### src/rtl/tetris_pkg.sv
`default_nettype none
// ============================================================================
// Module   : tetris_pkg
// Purpose  : Shared piece type, constants and state encoding for the bag gen.
// Revision : 1.0
// ============================================================================
package tetris_pkg;

    typedef logic [2:0] piece_t;

    localparam piece_t PIECE_NONE = 3'o7;
    localparam int     NUM_PIECES = 7;

    typedef enum logic [1:0] {
        ST_IDLE   = 2'd0,
        ST_FILL   = 2'd1,
        ST_READY  = 2'd2,
        ST_REFILL = 2'd3
    } state_t;

    // One-hot bag bit for a piece; the "none" code maps to no bit.
    function automatic logic [NUM_PIECES-1:0] piece_bit(input piece_t p);
        piece_bit = '0;
        if (p != PIECE_NONE) begin
            piece_bit[p] = 1'b1;
        end
    endfunction

endpackage
`default_nettype wire

### src/rtl/lfsr16.sv
`default_nettype none
// ============================================================================
// Module   : lfsr16
// Purpose  : 16-bit Galois LFSR (taps 16,14,13,11), free-running out of reset.
// Revision : 1.0
// ============================================================================
module lfsr16 #(
    parameter logic [15:0] SEED = 16'hACE1
) (
    input  logic        CLK,
    input  logic        RESET,
    output logic [15:0] q
);

    always_ff @(posedge CLK or posedge RESET) begin
        if (RESET) begin
            q <= SEED;
        end else begin
            q <= {1'b0, q[15:1]} ^ (q[0] ? 16'hB400 : 16'h0000);
        end
    end

endmodule
`default_nettype wire

### src/rtl/piece_bag_gen.sv
`default_nettype none
// ============================================================================
// Module   : piece_bag_gen
// Purpose  : Upcoming-piece queue filled from an LFSR, with optional 7-bag.
// Revision : 1.0
// ============================================================================
module piece_bag_gen
    import tetris_pkg::*;
#(
    parameter int          DEPTH    = 3,
    parameter int          BAG_MODE = 1,
    parameter logic [15:0] SEED     = 16'hACE1
) (
    input  logic               CLK,
    input  logic               RESET,
    input  logic               START,
    input  logic               NEXT,
    output logic               READY,
    output logic [2:0]         piece_type,
    output logic [3*DEPTH-1:0] preview
);

    localparam logic [2:0] c_LAST_SLOT = 3'(DEPTH - 1);

    state_t                r_state, w_state_nxt;
    piece_t                r_slot     [DEPTH];
    piece_t                w_slot_nxt [DEPTH];
    logic [NUM_PIECES-1:0] r_used, w_used_nxt, w_used_acc;
    logic [2:0]            r_cnt, w_cnt_nxt;
    logic [15:0]           w_lfsr;
    piece_t                w_cand;
    logic                  w_accept;
    logic                  w_unused_lfsr;

    lfsr16 #(.SEED(SEED)) u_lfsr (
        .CLK   (CLK),
        .RESET (RESET),
        .q     (w_lfsr)
    );

    assign w_cand        = w_lfsr[2:0];
    assign w_unused_lfsr = ^w_lfsr[15:3];
    assign w_accept      = (w_cand != PIECE_NONE) &&
                           ((BAG_MODE == 0) || ((r_used & piece_bit(w_cand)) == '0));

    // The seventh piece of a bag empties the mask in the same cycle.
    always_comb begin
        w_used_acc = r_used | piece_bit(w_cand);
        if ((BAG_MODE == 0) || (w_used_acc == '1)) begin
            w_used_acc = '0;
        end
    end

    always_comb begin
        w_state_nxt = r_state;
        w_used_nxt  = r_used;
        w_cnt_nxt   = r_cnt;
        w_slot_nxt  = r_slot;
        case (r_state)
            ST_IDLE: begin
                if (START) begin
                    w_state_nxt = ST_FILL;
                    w_cnt_nxt   = '0;
                end
            end
            ST_FILL: begin
                if (w_accept) begin
                    for (int i = 0; i < DEPTH; i++) begin
                        if (r_cnt == 3'(i)) begin
                            w_slot_nxt[i] = w_cand;
                        end
                    end
                    w_used_nxt = w_used_acc;
                    w_cnt_nxt  = r_cnt + 3'd1;
                    if (r_cnt == c_LAST_SLOT) begin
                        w_state_nxt = ST_READY;
                    end
                end
            end
            ST_READY: begin
                if (!START) begin
                    for (int i = 0; i < DEPTH; i++) begin
                        w_slot_nxt[i] = PIECE_NONE;
                    end
                    w_used_nxt  = '0;
                    w_state_nxt = ST_IDLE;
                end else if (NEXT) begin
                    for (int i = 0; i < DEPTH - 1; i++) begin
                        w_slot_nxt[i] = r_slot[i+1];
                    end
                    w_slot_nxt[DEPTH-1] = PIECE_NONE;
                    w_state_nxt         = ST_REFILL;
                end
            end
            ST_REFILL: begin
                if (!START) begin
                    for (int i = 0; i < DEPTH; i++) begin
                        w_slot_nxt[i] = PIECE_NONE;
                    end
                    w_used_nxt  = '0;
                    w_state_nxt = ST_IDLE;
                end else if (w_accept) begin
                    w_slot_nxt[DEPTH-1] = w_cand;
                    w_used_nxt          = w_used_acc;
                    w_state_nxt         = ST_READY;
                end
            end
            default: w_state_nxt = ST_IDLE;
        endcase
    end

    always_ff @(posedge CLK or posedge RESET) begin
        if (RESET) begin
            r_state <= ST_IDLE;
            r_used  <= '0;
            r_cnt   <= '0;
            for (int i = 0; i < DEPTH; i++) begin
                r_slot[i] <= PIECE_NONE;
            end
        end else begin
            r_state <= w_state_nxt;
            r_used  <= w_used_nxt;
            r_cnt   <= w_cnt_nxt;
            for (int i = 0; i < DEPTH; i++) begin
                r_slot[i] <= w_slot_nxt[i];
            end
        end
    end

    assign READY      = (r_state == ST_READY);
    assign piece_type = r_slot[0];

    generate
        for (genvar k = 0; k < DEPTH; k++) begin : g_prev
            if (k < DEPTH - 1) begin : g_slot
                assign preview[3*k +: 3] = r_slot[k+1];
            end else begin : g_none
                assign preview[3*k +: 3] = PIECE_NONE;
            end
        end
    endgenerate

endmodule
`default_nettype wire

### config.mk
export PLATFORM = sky130hd
export DESIGN_NAME = piece_bag_gen
export DESIGN_NICKNAME = d
export VERILOG_FILES = /design/src/rtl/tetris_pkg.sv /design/src/rtl/lfsr16.sv /design/src/rtl/piece_bag_gen.sv
export SDC_FILE = /design/constraint.sdc
export NUM_CORES = 1
export LEC_CHECK = 0
export BUFFER_PORTS_ARGS = -buffer_cell sky130_fd_sc_hd__clkbuf_2
export CAP_MARGIN = 20
export CELL_PAD_IN_SITES_DETAIL_PLACEMENT = 0
export CELL_PAD_IN_SITES_GLOBAL_PLACEMENT = 2
export CORE_MARGIN = 2
export CORE_UTILIZATION = 41
export DETAILED_ROUTE_END_ITERATION = 16
export GPL_TIMING_DRIVEN = 1
export PLACE_DENSITY = 0.9
export SLEW_MARGIN = 5
export SYNTH_ARGS = -nofsm -noshare
export SYNTH_HDL_FRONTEND = slang
export SYNTH_SLANG_ARGS = --single-unit
### constraint.sdc
create_clock -name CLK -period 5.4 [get_ports CLK]
set_clock_uncertainty 0.05 [all_clocks]
set_input_delay 0.54 -clock CLK [delete_from_list [all_inputs] [get_ports CLK]]
set_output_delay 0.54 -clock CLK [all_outputs]
set_load 0.05 [all_outputs]
* Word-level counts from Yosys, hierarchy flattened
Cells that the tools add are included.
Storage, ports and cells: logic and storage cells 72, output and inout bits 13, bits in registers 37
Operators by class: bitwise logic cells 3, $lt $le $gt $ge 2, equal/unequal tests 16, muxes and demuxes 30, reductions and logical operators 13, add/subtract/negate cells 1
Operators with widths (count):
- two-way mux 7 bit | 5
- two-way mux 9 bit | 3
- one-hot mux 9 bit (3 select lines) | 1
- two-way mux 3 bit | 7
- one-hot mux 7 bit (3 select lines) | 1
- AND reduction 5 bit | 4
- two-way mux 16 bit | 1
- bitwise XOR 15 x 16 -> 16 bit | 1
- two-way mux 2 bit | 7
- != test 2 bit (second input constant) | 7
- != test 3 bit (second input constant) | 3
- one-hot mux 2 bit (4 select lines) | 1
- bitwise AND 7 bit | 1
- == test 7 bit (second input constant) | 1
- zero test 7 bit | 1
- bitwise OR 7 bit | 1
- two-way mux 6 bit | 1
- one-hot mux 3 bit (2 select lines) | 1
- == test 2 bit (second input constant) | 2
- less-than comparator 3 x 4 -> 1 bit (second input constant) | 1
- adder 3 x 1 -> 3 bit (second input constant) | 1
- demux 1 bit (select 3 bit) | 1
- == test 3 x 1 -> 1 bit (second input constant) | 1
- == test 3 x 2 -> 1 bit (second input constant) | 1
- 10 further kinds | 11

* Logic depth before layout (Yosys ltp)
Gate-level depths: netlist of run 1.
depth in word-level cells 11, depth in mapped cells 7, depth with buffers taken out 7

* By module
Synthesis of run 1 repeated with hierarchy kept, for this count alone.
Second synthesis, totals: cells, all modules 202, area, all modules 2010.7 µm²
By module, submodules not included:
- piece_bag_gen | cells an instance 182, seq. area each 536.8 µm², times used 1, area each 1570.3 µm²
- lfsr16 | cells an instance 20, seq. area each 410.4 µm², times used 1, area each 440.4 µm²

* Least setup slack after synthesis of run 1
No wires, ideal clock.
path kind flip-flop to output port, start reg r_state[1], end out READY, setup slack 3.194 ns, data arrival time 1.616 ns, cell stages (with the launch flop) 4, required time 4.810 ns, path buffers 2, cells stage by stage dfrtp_1 clkbuf_1 clkbuf_1 nor2b_1
Between the ends: word-level cells in the longest chain between the ends 1
RTL lines:
- start: declaration | RTL line piece_bag_gen.sv:25 | state_t r_state, w_state_nxt;
- start signal: assignment | RTL line piece_bag_gen.sv:121 | r_state <= w_state_nxt;
- == test 2 bit | RTL line piece_bag_gen.sv:130 | assign READY = (r_state == ST_READY);
- end: declaration | RTL line piece_bag_gen.sv:18 | output logic READY,
No other way between the ends.

* Final worst setup path of run 1
start reg u_lfsr.q[0], end reg r_used[5]
Between the ends: word-level cells in the longest chain between the ends 11
RTL lines:
- start: declaration | RTL line lfsr16.sv:12 | output logic [15:0] q
- start signal: assignment | RTL line lfsr16.sv:19 | q <= {1'b0, q[15:1]} ^ (q[0] ? 16'hB400 : 16'h0000);
- less-than comparator 3 x 4 -> 1 bit (not written as such) or greater-or-equal comparator 3 x 1 -> 1 bit (tied branches) | RTL line tetris_pkg.sv:25 | piece_bit[p] = 1'b1;
- logical AND 1 bit (not written as such) | RTL line tetris_pkg.sv:25
- two-way mux 1 bit (not written as such) | RTL line tetris_pkg.sv:25
- demux 1 bit (select 3 bit) | RTL line tetris_pkg.sv:25
- two-way mux 7 bit | RTL line tetris_pkg.sv:24 | if (p != PIECE_NONE) begin
- bitwise OR 7 bit or bitwise AND 7 bit (tied branches) | RTL line piece_bag_gen.sv:48, piece_bag_gen.sv:44
- == test 7 bit or zero test 7 bit (tied branches) | RTL line piece_bag_gen.sv:49, piece_bag_gen.sv:44
- two-way mux 7 bit or logical AND 1 bit (tied branches) | RTL line piece_bag_gen.sv:49, piece_bag_gen.sv:43
- two-way mux 7 bit (*) | RTL line piece_bag_gen.sv:67, piece_bag_gen.sv:102
- two-way mux 7 bit | RTL line piece_bag_gen.sv:96 | if (!START) begin
- one-hot mux 7 bit (3 select lines) (*) | RTL line piece_bag_gen.sv:59 | case (r_state)
- end signal: assignment | RTL line piece_bag_gen.sv:122 | r_used <= w_used_nxt;
- end: declaration | RTL line piece_bag_gen.sv:28 | logic [NUM_PIECES-1:0] r_used, w_used_nxt, w_used_acc;
Mark *: on every way between the ends. The rest lies on a longest branch, timed or not. A chain may end at the register's enable or synchronous reset.

==> run metrics, run 1 <==
CP Class reg2reg; largest net degree at the start of global routing 38; setup TNS 0 ps; critical path's slowest cell dfstp_2; Sw Share 41.2%; top cells by area, synth dfrtp_1 (28%), dfstp_2 (25%), mux2i_1 (5.6%); Hold Vio Cnt, Final 0; fin cells 227; Core ar. 4290 um^2; P_sw 376 uW; Reg clk slew, reported paths 90 ps; register area 947 um^2; Final min period 2330 ps; Detail Placement HPWL 2300 um; CTS root buf clkbuf_8; Seq/Total Area, Yosys 52.8%; Tot GR Track Use 14.9%; Pwr Total 913 uW; Worst EP arrival 2450 ps; fin nets 182; CTS Buf Count 5; Pleak 0.855 nW; Post-synth ARST share 100%; Slew Viols, Final 0; Worst-Margin Slew 535 ps; Post-Synthesis Cells 160; crit path cell chain mux2_4 > o221ai_2 > nand2_4 > o41ai_4 > nor2_1; worst skew pair latency 300 ps; fraction of layout cells with a size suffix above 1 29.1%; Pint 537 uW; Post-synth EDFFs 0; routed wire length 3320 um; Synth top area share 27.9%; fin crit share 43.2%; synthesized area per cell 11.2 um^2; slowest cell delay on critical path 810 ps; Site Rows 24; gpl congestion 0.812; Hold Path Class in2async; Max VDD drop 0.195 mV; Crit path required time 5520 ps; Cell Area, Synth 1790 um^2; Clk network pwr share 22.6%; hold_buf cts 0; Reg power frac 41.8%; placed cell count 219; WL/cell 14.6 um; PwrDens 462 nW/um^2; via count 1250; Vias/cell 5.51; Clock Sinks 37; H-Tree Depth 2; TritonCTS clock tree done; max-cap viol count 0; outcome completed; GRT Residual Overflow 0; most used flip-flop cell after synthesis dfrtp_1; crit end category flop; worst relative slew slack 64.4%; area delta synth->final 10.3%; port bufs 13; RSZ-0062 raised after global routing false; Yosys reg bits 37; vias in the first global route 1186; count leader, synth dfrtp_1; Top Ports 17; Remaining DRCs 0; Iteration-0 DRC Markers 89; post-detailed-route count of antenna-violating nets 0; first-pass GRT wire length 5690 um; crit path launch type flop; Post-CTS Setup Bufs 0; Layout Utilization 46.0%; drt pass-1 iters 4; chip height 70.1 um; Max Fanout on Critical Path 22; diodes inserted 0; FILL cells 382; fmax 429 MHz; final setup fails 0; Die X 70.1 um; Synth top cells by count dfrtp_1 (20), dfstp_2 (17), nor2_1 (14), inv_1 (13), a21oi_1 (11); clock buffer depth 2; post_cts resized 0; count of cell types in the netlist 44; Initial Util 41.8%; Comb power frac 35.6%; Multi-input gate area 749 um^2; die area 4920 um^2; Yosys top cell by area dfrtp_1; initial antenna violation count 0; synth warn 0
placed cells by master, fill, tap and decap left out, types with 3 or more instances in the layout:
cell,Yosys,final
dfrtp_1,20,20
dfstp_2,17,17
nor2_1,14,14
inv_1,13,13
clkbuf_2,0,13
a21oi_1,11,11
mux2i_1,10,10
nand2_1,8,8
o22ai_1,6,6
o21ai_0,6,6
clkbuf_8,0,5
ha_1,4,4
nor3_1,3,3
o22a_1,3,3
xor2_1,3,3
conb_1,1,3
metal layers:
metal,vias to the layer above,routed length (um),track usage [%]
li1,589,-,-
met1,626,1520,20.1
met2,28,1590,22.3
met3,7,136,4.76
met4,0,66,6.41
met5,-,0,0
power by group through the flow:
stage	registers, mW	logic [mW]	clock network (mW)
floorplan	0.452	0.194	0
global placement	0.384	0.324	0
detailed placement	0.387	0.326	0
CTS	0.382	0.327	0.214
global route	0.389	0.356	0.223
finish	0.382	0.325	0.207
path summary, 6_finish.rpt:
| path | startpoint | endpoint | slack (ps) | cells after the start |
|---|---|---|---|---|
| setup / recovery | u_lfsr.q[0] | r_used[5] | 3070 | 5 |
| hold / removal | RESET | u_lfsr.q[9] | 250 | 3 |
| hold reg to reg | u_lfsr.q[3] | u_lfsr.q[2] | 310 | 0 |
| max in group asynchronous | RESET | piece_type[1] | 4700 | 3 |
| setup reg to reg | u_lfsr.q[0] | r_used[5] | 3070 | 5 |
| min in group CLK | u_lfsr.q[3] | u_lfsr.q[2] | 310 | 0 |
per-stage QoR:
stage / cell area [um^2] / hold slack, ps / setup WS [ps]
floorplan: 1800 / 281 / 3190
global placement: 1880 / 286 / 3170
detailed placement: 1880 / 292 / 3080
CTS: 1980 / 258 / 3060
global route: 1980 / 305 / 2940
finish: 1980 / 253 / 3070
registers in the layout, indices dropped and copies added, names as in the netlist:
name	flops
r_state	2
r_used	7
u_lfsr.q	16
piece_type	3
r_cnt	3
preview	6
critical path, delay by kind of cell, from the launching register on:
kind,cells,cell delay [ps]
AOI/OAI and AO/OA,2,750
DFF,1,810
and+or+nand+nor,2,240
muxes,1,360
area by class of cell:
type                            count  share of cell area [%]
Clock buffer                        5                    3.48
Timing Repair Buffer               14                    3.67
Multi-Input combinational cell    103                    37.9
Clock inverter                      3                    1.27
Inverter                           13                    2.47
Tap cell                           52                    3.29
Sequential cell                    37                    47.9
cell families after synthesis:
family / count (synthesis) / synth area share, %
AOI/OAI and AO/OA: 42 / 18.8
and+or+nand+nor: 39 / 11.1
DFF: 37 / 52.8
buffers and inverters: 22 / 5.79
muxes: 12 / 7.05
adders and majority gates: 4 / 2.79
xor gates and xnor gates: 3 / 1.47
other: 1 / 0.209
Note: power is estimated with default switching activity, not from simulation.
==> run 2: changes to the inputs <==
--- a/config.mk
+++ b/config.mk
@@ -10,10 +10,10 @@
 export CELL_PAD_IN_SITES_DETAIL_PLACEMENT = 0
 export CELL_PAD_IN_SITES_GLOBAL_PLACEMENT = 2
 export CORE_MARGIN = 2
-export CORE_UTILIZATION = 41
+export CORE_UTILIZATION = 35
 export DETAILED_ROUTE_END_ITERATION = 16
 export GPL_TIMING_DRIVEN = 1
-export PLACE_DENSITY = 0.9
+export PLACE_DENSITY = 0.82
 export SLEW_MARGIN = 5
 export SYNTH_ARGS = -nofsm -noshare
 export SYNTH_HDL_FRONTEND = slang
==> constraint.sdc (replaced) <==
create_clock -name CLK -period 2.1 [get_ports CLK]
set_clock_uncertainty 0.05 [all_clocks]
set_input_delay 0.21 -clock CLK [delete_from_list [all_inputs] [get_ports CLK]]
set_output_delay 0.21 -clock CLK [all_outputs]
set_load 0.05 [all_outputs]
==> run 2 against run 1 <==
  * Global-route usage decreased by 0.80 points
  * Critical path depth increased by 1
  * Via count decreased by 1.4%
  * Total power increased to 2.7 times the previous value
  * Worst setup slack got worse by 3000 ps
  * Flip-flop and latch count unchanged
  * Highest routed layer unchanged
  * Wire length increased by 8.3%
  * Sequential share of layout area decreased by 3.0 points
==> run metrics, run 2 (synthesis gave the netlist of run 1 again) <==
Slew Viols, Final 0; Max VDD drop 0.500 mV; final setup fails 0; Vias/cell 4.83; Crit path required time 2230 ps; first-pass GRT wire length 5890 um; Fin Hold WS 162 ps; largest reg by FF count u_lfsr.q; fraction of layout cells with a size suffix above 1 33.5%; placed cell count 244; Worst EP arrival 2150 ps; max-cap viol count 0; Core ar. 5010 um^2; Max Fanout on Critical Path 8; WL/cell 14.1 um; Top Ports 17; initial antenna violation count 0; commonest non-fill, non-tap cell in the layout dfrtp_1; fmax 496 MHz; Largest register FFs 16; Final min period 2020 ps; Die X 75.6 um; diodes inserted 0; Tot GR Track Use 14.1%; area delta synth->final 17.7%; chip height 75.6 um; fin crit share 96.1%; FILL cells 516; Detail Placement HPWL 2540 um; die area 5710 um^2; Reg clk slew, reported paths 80 ps; routed wire length 3600 um; Reg2Reg Depth 6; outcome completed; via count 1232; Multi-input gate area 781 um^2; CP Class reg2reg; Pleak 0.910 nW; H-Tree Depth 2; crit path launch type flop; fin nets 192; post-detailed-route count of antenna-violating nets 0; largest net degree at the start of global routing 25; CTS root buf clkbuf_8; crit end category flop; Hold Vio Cnt, Final 0; Site Rows 26; TritonCTS clock tree done; register area 948 um^2; vias in the first global route 1233; most frequent cells in the layout dfrtp_1 (19), dfstp_2 (17), nor2_1 (14); Hold Path Class in2reg; slowest cell delay on critical path 610 ps; port bufs 13; Clock Sinks 37; Hold Path Depth 3; Remaining DRCs 0; critical path's slowest cell dfstp_2; clock buffer depth 2; PwrDens 1150 nW/um^2; Initial Util 35.8%; CTS Buf Count 5; Iteration-0 DRC Markers 88; GRT Residual Overflow 0; worst skew pair latency 290 ps; crit path cell chain buf_4 > nand2b_1 > o221a_2 > nor3_1 > mux2_2 > a22o_1; Pwr Total 2.43 mW; drt pass-1 iters 4; fin cells 255; gpl congestion 0.860
[run 2: final timing paths]
kind	slack [ps]	end	from
worst max register to register	80	r_cnt[0]	u_lfsr.q[0]
worst max-delay path	80	r_cnt[0]	u_lfsr.q[0]
worst min register to register	300	u_lfsr.q[2]	u_lfsr.q[3]
worst min-delay path	160	r_state[1]	START
min in group asynchronous	400	u_lfsr.q[14]	RESET
max in group asynchronous	870	preview[3]	RESET
[run 2: power by group]
group | switching, mW | leakage, nW | internal (mW)
logic | 0.615 | 0.424 | 0.318
clock network | 0.284 | 0.0447 | 0.240
registers | 0.111 | 0.440 | 0.861
total | 1.01 | 0.910 | 1.42
[run 2: area by class of cell]
class	instances	area share, %
sequential	37	45.0
multi-input combinational	103	37.0
timing repair buffer	24	7.12
tap	70	4.15
clock buffer	5	3.26
inverter	13	2.31
clock inverter	3	1.19
[run 2: layer usage]
metal / part of all wire, % / up-vias / wire [um] / global-route usage [%]
met1: 46 / 595 / 1670 / 18.6
met5: 0 / - / 0 / 0
li1: - / 605 / - / -
met4: 2.0 / 0 / 71 / 7.80
met2: 48 / 25 / 1720 / 21.2
met3: 3.6 / 7 / 128 / 3.84
[run 2: worst max-delay path, delay by kind of cell, from the launching register on]
| kind | cells | cell delay, ps |
|---|---|---|
| mux | 1 | 280 |
| simple gates | 2 | 270 |
| buf+inv | 1 | 200 |
| compound gates | 2 | 490 |
| flops | 1 | 610 |
[run 2: what timing repair did]
item                                   CTS  global route
buffers inserted                         0             2
setup endpoints to repair                0            13
endpoints found under the hold margin    6             0
resized for setup                        0             5
hold buffers                             1             0
[run 2: stage by stage]
| stage | TNS (ps) | worst slack [ps] | area (um^2) | util, % |
|---|---|---|---|---|
| after CTS | 0 | 16.3 | 2060 | 41.2 |
| final | 0 | 82.0 | 2110 | 42.1 |
| after global placement | 0 | 70.5 | 1960 | 39.1 |
| after floorplan | 0 | 205 | 1800 | - |
| after detailed placement | 0 | 28.7 | 1960 | 39.1 |
| after global routing | -9.15 | -3.59 | 2110 | 42.1 |
==> run 3: changes to the inputs <==
--- a/config.mk
+++ b/config.mk
@@ -14,6 +14,7 @@
 export DETAILED_ROUTE_END_ITERATION = 16
 export GPL_TIMING_DRIVEN = 1
 export PLACE_DENSITY = 0.82
+export RECOVER_POWER = 100
 export SLEW_MARGIN = 5
 export SYNTH_ARGS = -nofsm -noshare
 export SYNTH_HDL_FRONTEND = slang
==> run 3 against run 2 <==
  * Global-route usage unchanged
  * Sequential share of layout area increased by 0.32 points
  * Sequential power about the same
  * Via count increased by 0.89%
  * Count of clock-buffer cells in the layout unchanged
  * Wire length increased by 0.53%
  * Register-to-register slack about the same
  * Core utilization decreased by 0.30 points
  * Critical path depth unchanged
  * Total power decreased by 0.63%
  * Largest cell class unchanged
==> run metrics, run 3 (synthesis gave the netlist of run 1 again) <==
outcome completed; Pwr Total 2.41 mW; gpl congestion 0.860; chip height 75.6 um; Detail Placement HPWL 2540 um; most used routing layer met2; Largest register FFs 16; Initial Util 35.8%; CTS Buf Count 5; Site Rows 26; fraction of layout cells with a size suffix above 1 28.1%; first-pass GRT wire length 5890 um; fin nets 192; WL/cell 14.2 um; largest reg by FF count u_lfsr.q; worst skew pair latency 290 ps; initial antenna violation count 0; most frequent cells in the layout dfrtp_1 (19), dfstp_2 (17), nor2_1 (14); worst relative slew slack 59.3%; routed wire length 3620 um; Layout Utilization 41.8%; CP Class reg2reg; Fin Hold WS 157 ps; TritonCTS clock tree done; Worst-Margin Slew 613 ps; Remaining DRCs 0; M2 GR Usage 21.2%; Core ar. 5010 um^2; PwrDens 1150 nW/um^2; Hold Vio Cnt, Final 0; Final min period 2020 ps; post-place setup slack 28.7 ps; fin crit share 96.1%; Slew Viols, Final 0; final setup fails 0; die area 5710 um^2; Die X 75.6 um; port bufs 13; commonest non-fill, non-tap cell in the layout dfrtp_1; crit end category flop; clock buffer depth 2; Worst EP arrival 2150 ps; GRT Residual Overflow 0; final setup margin 82.1 ps; Reg clk slew, reported paths 80 ps; drt pass-1 iters 4; setup TNS 0 ps; vias in the first global route 1233; max-cap viol count 0; Hold Path Class in2reg; via count 1243; Clock Sinks 37; Top Ports 17; met3 usage 3.84%; met1 usage 18.6%; fmax 496 MHz; FILL cells 520; area delta synth->final 16.8%; Tot GR Track Use 14.1%; largest net degree at the start of global routing 25; Crit path required time 2240 ps; Max VDD drop 0.498 mV; CTS root buf clkbuf_8; Iteration-0 DRC Markers 69; Pleak 0.877 nW; diodes inserted 0; post-detailed-route count of antenna-violating nets 0; crit path launch type flop; H-Tree Depth 2; Max Fanout on Critical Path 8; Vias/cell 4.87
-- run 3: changes by cell type in the layout (fill, tap and decap cells not counted), sizes merged --
cell / before / now
buf: 10 / 9
clkbuf: 18 / 19
-- run 3: cell type report --
class                      instances  area [um^2]  share of cell area (%)
sequential                        37          948                    45.3
multi-input combinational        103          781                    37.3
timing repair buffer              24          135                    6.45
tap                               70         87.6                    4.18
clock buffer                       5         68.8                    3.29
inverter                          13         48.8                    2.33
clock inverter                     3         25.0                    1.19
-- run 3: worst max-delay path, stage by stage, from the launching register on --
cell and delay, ps:
dfstp_2 620, buf_4 200, nand2b_1 190, o221a_2 260, nor3_1 80, mux2_2 280, a22o_1 230
-- run 3: metal layers --
| metal | vias to the layer above | part of all wire (%) |
|---|---|---|
| met5 | - | 0 |
| met4 | 0 | 2.0 |
| met3 | 7 | 3.5 |
| met2 | 23 | 48 |
| met1 | 610 | 46 |
| li1 | 603 | - |
-- run 3: path summary, 6_finish.rpt --
path / to / slack [ps] / start / depth (start not counted)
max in group asynchronous: u_lfsr.q[1] / 640 / RESET / 4
worst max register to register: r_cnt[0] / 80 / u_lfsr.q[0] / 6
worst min-delay path: r_state[1] / 160 / START / 3
worst min register to register: u_lfsr.q[2] / 300 / u_lfsr.q[3] / 0
min in group asynchronous: u_lfsr.q[14] / 400 / RESET / 3
worst max-delay path: r_cnt[0] / 80 / u_lfsr.q[0] / 6
-- run 3: repair_timing --
| item | in CTS | in global routing |
|---|---|---|
| hold buffers | 1 | 0 |
| hold endpoints to repair | 6 | 0 |
| gates resized for setup | 0 | 5 |
| setup buffers | 0 | 2 |
| endpoints found under the setup margin | 0 | 13 |
-- run 3: power breakdown --
part	leakage (nW)	switching, mW	total [mW]	internal [mW]
clock network	0.0447	0.285	0.524	0.240
registers	0.440	0.111	0.972	0.861
logic	0.392	0.614	0.917	0.303
total	0.877	1.01	2.41	1.40
-- run 3: per-stage QoR --
step	cell area, um^2	cells
CTS	2060	253
floorplan	1800	162
global placement	1960	244
detailed placement	1960	244
global route	2090	255
finish	2090	255
